==> config.mk <==
export PLATFORM = sky130hd
export DESIGN_NAME = pic_fetch_sequencer
export DESIGN_NICKNAME = d
export VERILOG_FILES = /design/src/rtl/pic_fetch_sequencer.sv
export SDC_FILE = /design/constraint.sdc
export NUM_CORES = 1
export LEC_CHECK = 0
export ABC_AREA = 1
export BUFFER_PORTS_ARGS = -buffer_cell sky130_fd_sc_hd__buf_2
export CELL_PAD_IN_SITES_DETAIL_PLACEMENT = 1
export CELL_PAD_IN_SITES_GLOBAL_PLACEMENT = 1
export CORE_MARGIN = 10
export CORE_UTILIZATION = 41
export DETAILED_ROUTE_END_ITERATION = 12
export PLACE_DENSITY_LB_ADDON = 0.1
export SYNTH_ARGS = -nofsm -noshare
export SYNTH_HDL_FRONTEND = slang
export SYNTH_SLANG_ARGS = --single-unit
export TNS_END_PERCENT = 20
==> constraint.sdc <==
create_clock -name clk -period 5 [get_ports clk]
set_clock_uncertainty 0.05 [all_clocks]
set_input_delay 1 -clock clk [delete_from_list [all_inputs] [get_ports clk]]
set_output_delay 1 -clock clk [all_outputs]
set_load 0.05 [all_outputs]
==> src/rtl/pic_fetch_sequencer.sv <==
// Instruction fetch and sequencing unit for a PIC16F84-class core.
// Generates the Q1..Q4 phase counter, the program counter / program memory
// address, the instruction register feeding the ALU and the hardware return
// stack. All PC, OP_CODE and stack updates take effect on the Q4 edge.
module pic_fetch_sequencer #(
    parameter int                  PC_WIDTH     = 13,
    parameter int                  STACK_DEPTH  = 8,
    parameter logic [PC_WIDTH-1:0] RESET_VECTOR = 13'h0000,
    parameter logic [PC_WIDTH-1:0] INT_VECTOR   = 13'h0004
) (
    input  logic                clk,
    input  logic                rst,
    input  logic [13:0]         PROG_DATA,
    input  logic [4:0]          PCLATH,
    input  logic                SKIP,
    input  logic                INT_REQ,
    input  logic                GIE,
    output logic [PC_WIDTH-1:0] PROG_ADDR,
    output logic [13:0]         OP_CODE,
    output logic [1:0]          Q_PHASE,
    output logic                INSTR_EN,
    output logic                GIE_SET,
    output logic                GIE_CLR,
    output logic                STACK_OVF
);

    localparam int SP_W = $clog2(STACK_DEPTH);

    // Q-phase encoding: only Q1 (reset value) and Q4 (commit edge) matter here.
    localparam logic [1:0] Q1 = 2'd0;
    localparam logic [1:0] Q4 = 2'd3;

    localparam logic [13:0]         NOP      = 14'h0000;
    localparam logic [13:0]         OP_RET   = 14'h0008;
    localparam logic [13:0]         OP_RETFI = 14'h0009;
    localparam logic [PC_WIDTH-1:0] PC_ONE   = PC_WIDTH'(1);
    localparam logic [SP_W-1:0]     SP_ONE   = SP_W'(1);
    localparam logic [SP_W:0]       CNT_ONE  = (SP_W + 1)'(1);
    localparam logic [SP_W:0]       CNT_FULL = (SP_W + 1)'(STACK_DEPTH);

    // Registered state
    logic [1:0]          q_q;
    logic [PC_WIDTH-1:0] pc_q;
    logic [13:0]         op_q;
    logic [PC_WIDTH-1:0] stack_q [STACK_DEPTH];
    logic [SP_W-1:0]     sp_q;      // next free slot (push writes here)
    logic [SP_W:0]       cnt_q;     // live entries, saturates at STACK_DEPTH
    logic                ovf_q;
    logic                set_q;
    logic                clr_q;

    // Next-state and decode
    logic [PC_WIDTH-1:0] pc_d;
    logic [13:0]         op_d;
    logic                set_d;
    logic                clr_d;
    logic                push;
    logic                pop;
    logic [PC_WIDTH-1:0] pc_inc;
    logic [PC_WIDTH-1:0] jump_target;
    logic [PC_WIDTH-1:0] stack_top;
    logic [SP_W-1:0]     sp_dec;
    logic                is_goto;
    logic                is_call;
    logic                is_ret;
    logic                is_retfie;
    logic                is_skip;

    // PCLATH[2:0] belongs to computed-goto writes of PCL, not to GOTO/CALL.
    logic                unused_pclath;
    assign unused_pclath = ^PCLATH[2:0];

    assign pc_inc      = pc_q + PC_ONE;
    assign jump_target = PC_WIDTH'({PCLATH[4:3], op_q[10:0]});
    assign sp_dec      = sp_q - SP_ONE;
    assign stack_top   = stack_q[sp_dec];

    // Classify the instruction currently held in the instruction register.
    always_comb begin
        is_goto   = (op_q[13:11] == 3'b101);
        is_call   = (op_q[13:11] == 3'b100);
        is_retfie = (op_q == OP_RETFI);
        is_ret    = (op_q == OP_RET) || is_retfie || (op_q[13:10] == 4'b1101);
        // DECFSZ, INCFSZ, BTFSC, BTFSS
        is_skip   = (op_q[13:8] == 6'b001011) || (op_q[13:8] == 6'b001111) ||
                    (op_q[13:11] == 3'b011);
    end

    // Q4 sequencing decision: branch, return, skip, interrupt entry or fetch.
    always_comb begin
        // NOTE: every output of a combinational block gets a default first, so
        // no path leaves a signal unassigned and no latch is inferred.
        pc_d  = pc_q;
        op_d  = op_q;
        set_d = 1'b0;
        clr_d = 1'b0;
        push  = 1'b0;
        pop   = 1'b0;
        if (q_q == Q4) begin
            if (is_goto) begin
                pc_d = jump_target;
                op_d = NOP;
            end else if (is_call) begin
                push = 1'b1;
                pc_d = jump_target;
                op_d = NOP;
            end else if (is_ret) begin
                pop   = 1'b1;
                pc_d  = stack_top;
                op_d  = NOP;
                set_d = is_retfie;
            end else if (is_skip && SKIP) begin
                // The prefetched word is dropped; its address is stepped over.
                pc_d = pc_inc;
                op_d = NOP;
            end else if (INT_REQ && GIE) begin
                // The prefetched word is dropped; it is re-fetched on return.
                push  = 1'b1;
                pc_d  = INT_VECTOR;
                op_d  = NOP;
                clr_d = 1'b1;
            end else begin
                pc_d = pc_inc;
                op_d = PROG_DATA;
            end
        end
    end

    // Phase counter, PC, instruction register and GIE pulse registers.
    always_ff @(posedge clk or posedge rst) begin
        if (rst) begin
            q_q   <= Q1;
            pc_q  <= RESET_VECTOR;
            op_q  <= NOP;
            set_q <= 1'b0;
            clr_q <= 1'b0;
        end else begin
            // NOTE: sequential state uses non-blocking assignments so every
            // register samples values from before this edge.
            q_q   <= q_q + 2'd1;
            pc_q  <= pc_d;
            op_q  <= op_d;
            set_q <= set_d;
            clr_q <= clr_d;
        end
    end

    // Circular return stack with sticky overflow/underflow flag.
    always_ff @(posedge clk or posedge rst) begin
        if (rst) begin
            // NOTE: the stack entries are reset explicitly because a pop on an
            // empty stack must return a defined (zero) value, so this array is
            // flops rather than an unreset RAM.
            for (int i = 0; i < STACK_DEPTH; i++) begin
                stack_q[i] <= '0;
            end
            sp_q  <= '0;
            cnt_q <= '0;
            ovf_q <= 1'b0;
        end else if (push) begin
            stack_q[sp_q] <= pc_q;
            sp_q          <= sp_q + SP_ONE;
            if (cnt_q == CNT_FULL) begin
                ovf_q <= 1'b1;
            end else begin
                cnt_q <= cnt_q + CNT_ONE;
            end
        end else if (pop) begin
            sp_q <= sp_dec;
            if (cnt_q == '0) begin
                ovf_q <= 1'b1;
            end else begin
                cnt_q <= cnt_q - CNT_ONE;
            end
        end
    end

    assign PROG_ADDR = pc_q;
    assign OP_CODE   = op_q;
    assign Q_PHASE   = q_q;
    assign INSTR_EN  = (q_q == Q4);
    assign GIE_SET   = set_q;
    assign GIE_CLR   = clr_q;
    assign STACK_OVF = ovf_q;

endmodule
==> results.py, run 1 <==
metrics = {
    "yosys": {
        "avgSynthCellArea_um2": 8.58,
        "ys_types": 41,
        "synth_seq_cells": 143,
        "syn-num-nets": 857,
        "syn_area_mm2": 0.00710,
        "synth_edf_count": 0,
        "yosys_most_used_dff": "dfrtp_1",
        "syn_inst": 827,
        "seq_area_frac_synth": 0.504,
        "synth_top_area_share": 0.504,
        "synthArstFlopShare": 1.00,
        "synthTopCellsByArea": "dfrtp_1 50%, nand2_1 9.5%, o21ai_1 8.3%, o21ai_0 4.9%, nor2_1 3.1%",
        "synth_top_area_cell": "dfrtp_1",
        "yosysWarnings": 0,
    },
    "die": {
        "core_area_mm2": 0.0171,
        "fp.dieW_um": 152,
        "dieArea_mm2": 0.0230,
        "initial_core_util": 0.415,
        "die_h_um": 152,
        "rows": 48,
        "num_io_pins": 57,
    },
    "grt": {
        "track_usage": 0.191,
        "grt-ovfl-total": 0,
        "grt_pass1_wl_mm": 34.3,
        "antenna_found_initial": 0,
        "grt_start_max_net_pins": 87,
        "grt_pass1_vias": 6369,
    },
    "flow_run": {
        "maxCapViolCount": 0,
    },
    "timing": {
        "max_slew.worst_pin.slew_ns": 0.795,
        "max-slew-margin-rel": 0.470,
        "period_share": 0.634,
        "whs_ns": 0.404,
        "finalHoldViolCount": 0,
        "rsz0062_at_grt": "false",
        "finalCriticalPeriod_ns": 3.17,
        "fin_ws_ns": 1.83,
        "slew_violations": 0,
        "fin_setup_tns_ns": 0,
        "setup_violations": 0,
        "max_freq_mhz": 316,
    },
    "placed_design": {
        "dp_cells": 1060,
        "post_dp_cell_area_mm2": 0.00741,
        "port_buffers": 53,
        "hpwlAfterDp_mm": 13.5,
        "gp_congestion": 0.798,
        "place_ws_ns": 1.85,
    },
    "detailed_routing": {
        "drcViolationCount": 0,
        "drt_iter0_drc": 374,
        "wl_per_cell_um": 19.2,
        "ant_nets": 0,
        "viasPerCell": 5.42,
        "dr.pass1.iters": 5,
        "via_count": 5913,
        "wl_mm": 20.9,
    },
    "power_and_ir_drop": {
        "power_switching_w": 0.00240,
        "p_comb_frac": 0.431,
        "max-vdd-ir-drop_v": 0.000446,
        "p_seq_frac": 0.349,
        "leakage_nw": 3.66,
        "clockPowerShare": 0.219,
        "sw_frac_of_total": 0.447,
        "intPower_w": 0.00297,
        "p_per_area_mw_per_mm2": 676,
    },
    "cells_and_area": {
        "areaGrowthSynthToFinish_pct": 12.1,
        "final_net_count": 884,
        "stdcell_count": 1090,
        "num_antenna_cells": 0,
        "drive_gt1_frac": 0.138,
        "nFillCells": 2077,
        "design_area_mm2": 0.00795,
    },
    "clock_tree": {
        "post_cts_buffers": 0,
        "numCtsBuffers": 17,
        "clkTransAtPathRegs_ns": 0.06,
        "cts_resized": 0,
        "root_buffer": "clkbuf_16",
        "ctsHoldBuffers": 0,
        "clock_latency_ns": 0.43,
        "cts_max_path_buffers": 2,
        "cts.sinks": 143,
        "cts_max_level": 4,
        "cts_tree": "done",
    },
    "critical_path": {
        "critPathArrivalTime_ns": 3.41,
        "endpoint_kind": "register",
        "crit_fanout": 14,
        "r2r_cells": 10,
        "crit_type": "reg -> reg",
        "r2r_slack_ns": 1.83,
        "critical_path.startpoint_type": "register",
        "required_ns": 5.24,
    },
    "status": {
        "status": "finished, final reports clean",
    },
    "hold_path": {
        "worstHoldPathCells": 1,
        "hp-class": "reg -> reg",
    },
}
-- power by group through the flow --
stage / sequential, W / clock (W) / combinational, W
after global routing: 0.00194 / 0.00125 / 0.00258
after detailed placement: 0.00189 / 0 / 0.00232
after CTS: 0.00188 / 0.00120 / 0.00234
after floorplan: 0.00202 / 0 / 0.00149
final: 0.00188 / 0.00118 / 0.00232
after global placement: 0.00187 / 0 / 0.00224
-- cell families (layout without fill, tap and decap cells) --
kind of cell	after synthesis	in the layout	synth area share
AND/OR/NAND/NOR	309	309	0.208
AO/OA/AOI/OAI	250	250	0.190
flip-flops	143	143	0.504
buffers and inverters	106	144	0.0707
XOR/XNOR	9	9	0.0111
adder cells (fa/ha/maj)	6	6	0.0106
multiplexers	4	4	0.00564
-- worst max-delay path, cell delays in order (launching register included) --
cell and delay [ns]:
dfrtp_1 0.59, clkinv_1 0.44, ha_1 0.34, xnor2_1 0.12
buf_4 0.23, inv_1 0.56, o221ai_1 0.24, nand3_1 0.15
nand3_1 0.09, o211ai_1 0.09, o21ai_0 0.11
-- cell usage in the layout, fill, tap and decap left out, types with 8 or more instances in the layout --
cell,netlist,routed
nand4_1,13,13
inv_1,43,42
nor2_1,58,58
o21ai_0,69,69
dfrtp_1,143,142
nand4_4,9,9
buf_4,15,8
o22ai_1,20,20
buf_2,8,53
a21oi_1,24,24
o21ai_1,117,117
clkbuf_16,0,17
nand3_1,32,32
nand2_1,180,180
-- synthesized netlist by cell type, types with 3 or more instances --
cell type / number
nand3_2: 3
buf_2: 8
dfrtp_1: 143
nand2_1: 180
o221ai_1: 4
inv_2: 6
mux2i_1: 4
clkinv_1: 3
nand3_1: 32
ha_1: 6
a21oi_1: 24
nand4_4: 9
o21ai_1: 117
inv_1: 43
buf_4: 15
nand4_1: 13
o32ai_1: 5
o211ai_1: 6
xor2_1: 7
nor2_1: 58
buf_6: 4
o22ai_1: 20
clkbuf_1: 25
o21ai_0: 69
nor3_1: 4
-- stage by stage --
step	utilization	total power [W]
4_1_cts	0.465	0.00541
2_1_floorplan	-	0.00351
5_1_grt	0.465	0.00578
3_5_place_dp	0.433	0.00422
6_report	0.465	0.00537
3_3_place_gp	0.433	0.00411
-- layout make-up --
class                      instances  area [µm²]  share of cell area
clock buffer                      22         474              0.0596
clock inverter                     8        65.1             0.00818
inverter                          53         211              0.0266
multi-input combinational        578        3020               0.379
sequential                       143        3580               0.450
tap                              225         282              0.0354
timing repair buffer              61         325              0.0409
-- metal layers --
layer / track usage / vias up / routed length (µm)
met2: 0.313 / 71 / 10100
met3: 0.0324 / 26 / 468
met1: 0.249 / 2960 / 9940
li1: - / 2856 / -
met5: 0 / - / 0
met4: 0.0677 / 0 / 391
-- state kept, by name, indices dropped and copies added, names as in the netlist --
name and cells:
sp_q 3, STACK_OVF 1, GIE_CLR 1, Q_PHASE 2, PROG_ADDR 13, stack_q 104
cnt_q 4, OP_CODE 14, GIE_SET 1
-- worst paths after layout --
kind                                              to                  from
setup / recovery           PROG_ADDR[10]$_DFFE_PP0P_   sp_q[1]$_DFFE_PP0P_
hold / removal                  Q_PHASE[0]$_DFF_PP0_  Q_PHASE[0]$_DFF_PP0_
setup reg to reg           PROG_ADDR[10]$_DFFE_PP0P_   sp_q[1]$_DFFE_PP0P_
hold reg to reg                 Q_PHASE[0]$_DFF_PP0_  Q_PHASE[0]$_DFF_PP0_
max in group asynchronous   stack_q[102]$_DFFE_PP0P_                   rst
min in group asynchronous    stack_q[66]$_DFFE_PP0P_                   rst
Note: power is estimated with default switching activity, not from simulation.
==> inputs of run 2 (changes only) <==
--- a/config.mk
+++ b/config.mk
@@ -10,7 +10,7 @@
 export CELL_PAD_IN_SITES_DETAIL_PLACEMENT = 1
 export CELL_PAD_IN_SITES_GLOBAL_PLACEMENT = 1
 export CORE_MARGIN = 10
-export CORE_UTILIZATION = 41
+export CORE_UTILIZATION = 46
 export DETAILED_ROUTE_END_ITERATION = 12
 export PLACE_DENSITY_LB_ADDON = 0.1
 export SYNTH_ARGS = -nofsm -noshare
==> constraint.sdc (replaced) <==
create_clock -name clk -period 3.2 [get_ports clk]
set_clock_uncertainty 0.05 [all_clocks]
set_input_delay 0.64 -clock clk [delete_from_list [all_inputs] [get_ports clk]]
set_output_delay 0.64 -clock clk [all_outputs]
set_load 0.05 [all_outputs]
==> results.py, run 2 (synthesis results as in run 1) <==
metrics = {
    "timing": {
        "rsz0062_at_grt": "false",
        "setup_violations": 0,
        "period_share": 0.807,
        "max_slew.worst_pin.slew_ns": 0.781,
        "fin_setup_tns_ns": 0,
        "whs_ns": 0.290,
        "finalCriticalPeriod_ns": 2.58,
        "slew_violations": 0,
        "max-slew-margin-rel": 0.479,
        "finalHoldViolCount": 0,
        "max_freq_mhz": 387,
    },
    "power_and_ir_drop": {
        "max-vdd-ir-drop_v": 0.000888,
        "leakage_nw": 3.74,
        "p_per_area_mw_per_mm2": 1090,
    },
    "detailed_routing": {
        "via_count": 6068,
        "dr.pass1.iters": 5,
        "drt_iter0_drc": 443,
        "wl_mm": 21.2,
        "ant_nets": 0,
        "drcViolationCount": 0,
        "viasPerCell": 5.73,
        "wl_per_cell_um": 20.0,
    },
    "critical_path": {
        "required_ns": 3.49,
        "r2r_cells": 12,
        "crit_type": "reg -> reg",
        "crit_fanout": 26,
        "critical_path.startpoint_type": "register",
        "r2r_end": "PROG_ADDR[3]$_DFFE_PP0P_",
        "r2r-start": "sp_q[1]$_DFFE_PP0P_",
        "endpoint_kind": "register",
        "critPathArrivalTime_ns": 2.87,
        "r2r_slack_ns": 0.62,
        "critPathLaunch": "sp_q[1]$_DFFE_PP0P_",
    },
    "clock_tree": {
        "cts_resized": 0,
        "root_buffer": "clkbuf_16",
        "cts_tree": "done",
        "cts.sinks": 143,
        "clkTransAtPathRegs_ns": 0.06,
        "ctsHoldBuffers": 0,
        "clock_latency_ns": 0.43,
        "post_cts_buffers": 0,
        "cts_max_path_buffers": 2,
        "cts_max_level": 4,
        "numCtsBuffers": 17,
    },
    "die": {
        "dieArea_mm2": 0.0208,
        "initial_core_util": 0.468,
        "core_area_mm2": 0.0151,
        "rows": 45,
        "die_h_um": 144,
        "num_io_pins": 57,
        "fp.dieW_um": 144,
    },
    "grt": {
        "grt_start_max_net_pins": 68,
        "grt_pass1_wl_mm": 35.0,
        "antenna_found_initial": 0,
        "grt_pass1_vias": 6490,
        "grt-ovfl-total": 0,
        "track_usage": 0.215,
    },
    "hold_path": {
        "hp-class": "in -> async",
    },
    "cells_and_area": {
        "areaGrowthSynthToFinish_pct": 14.1,
        "drive_gt1_frac": 0.146,
        "final_common_cell": "nand2_1",
        "final_cell_mix": "180 x nand2_1, 142 x dfrtp_1, 117 x o21ai_1",
        "num_antenna_cells": 0,
        "final_net_count": 888,
        "largest_reg_flops": 104,
        "largest-register": "stack_q",
    },
    "placed_design": {
        "hpwlAfterDp_mm": 13.5,
        "gp_congestion": 0.831,
        "port_buffers": 53,
    },
    "flow_run": {
        "maxCapViolCount": 0,
    },
    "status": {
        "status": "finished, final reports clean",
    },
}
[run 2: cell count changes in the layout (fill, tap and decap cells not counted)]
cell,change
buf_4,+2
clkinvlp_4,+3
inv_6,-1
clkbuf_8,+2
buf_12,+2
clkbuf_1,-2
bufinv_16,+4
clkinv_2,-4
[run 2: layout make-up]
class / instances / area (µm²)
Tap cell: 188 / 235
Clock inverter: 10 / 180
Inverter: 53 / 210
Fill cell: 1806 / 7050
Multi-Input combinational cell: 578 / 3020
Timing Repair Buffer: 65 / 380
Clock buffer: 22 / 494
Sequential cell: 143 / 3580
[run 2: routing by layer]
metal  track usage  routed length (µm)  up-vias
met1         0.270                9460     3066
met5             0                   0        -
met4        0.0553                 253        0
met3        0.0436                 662       24
met2         0.371               10800      100
li1              -                   -     2878
[run 2: power by group]
part	leakage [nW]	internal [W]	switching, W	total [W]
logic	1.53	0.00108	0.00255	0.00363
registers	1.88	0.00246	0.000481	0.00294
clock network	0.328	0.00148	0.000767	0.00225
[run 2: how the worst max path moves through the flow]
stage / slack (ns) / cells past startpoint / to
floorplan: 0.30 / 12 / cnt_q[3]$_DFFE_PP0P_
global placement: 0.72 / 9 / PROG_ADDR[9]$_DFFE_PP0P_
detailed placement: 0.62 / 9 / PROG_ADDR[9]$_DFFE_PP0P_
CTS: 0.57 / 10 / PROG_ADDR[3]$_DFFE_PP0P_
global route: 0.33 / 12 / PROG_ADDR[3]$_DFFE_PP0P_
finish: 0.62 / 12 / PROG_ADDR[3]$_DFFE_PP0P_
[run 2: worst max-delay path, cell delays in order (launching register included)]
cell and delay, ns:
dfrtp_1 0.60, clkinv_1 0.17, ha_1 0.32, inv_1 0.07, buf_4 0.33, a21oi_1 0.08, o21ai_0 0.13, nand3_1 0.10
nand2_1 0.16, a21oi_1 0.09, a21oi_1 0.17, o21ai_0 0.11, o21ai_0 0.10
[run 2: stage by stage]
stage	instance area [µm²]	power, W	instances	utilization	worst slack [ns]
after CTS	8100	0.00889	1059	0.534	0.568
after global placement	7420	0.00641	1027	0.490	0.722
after floorplan	7100	0.00548	827	-	0.298
final	8100	0.00882	1059	0.534	0.617
after global routing	8100	0.00947	1059	0.534	0.333
after detailed placement	7420	0.00659	1027	0.490	0.623
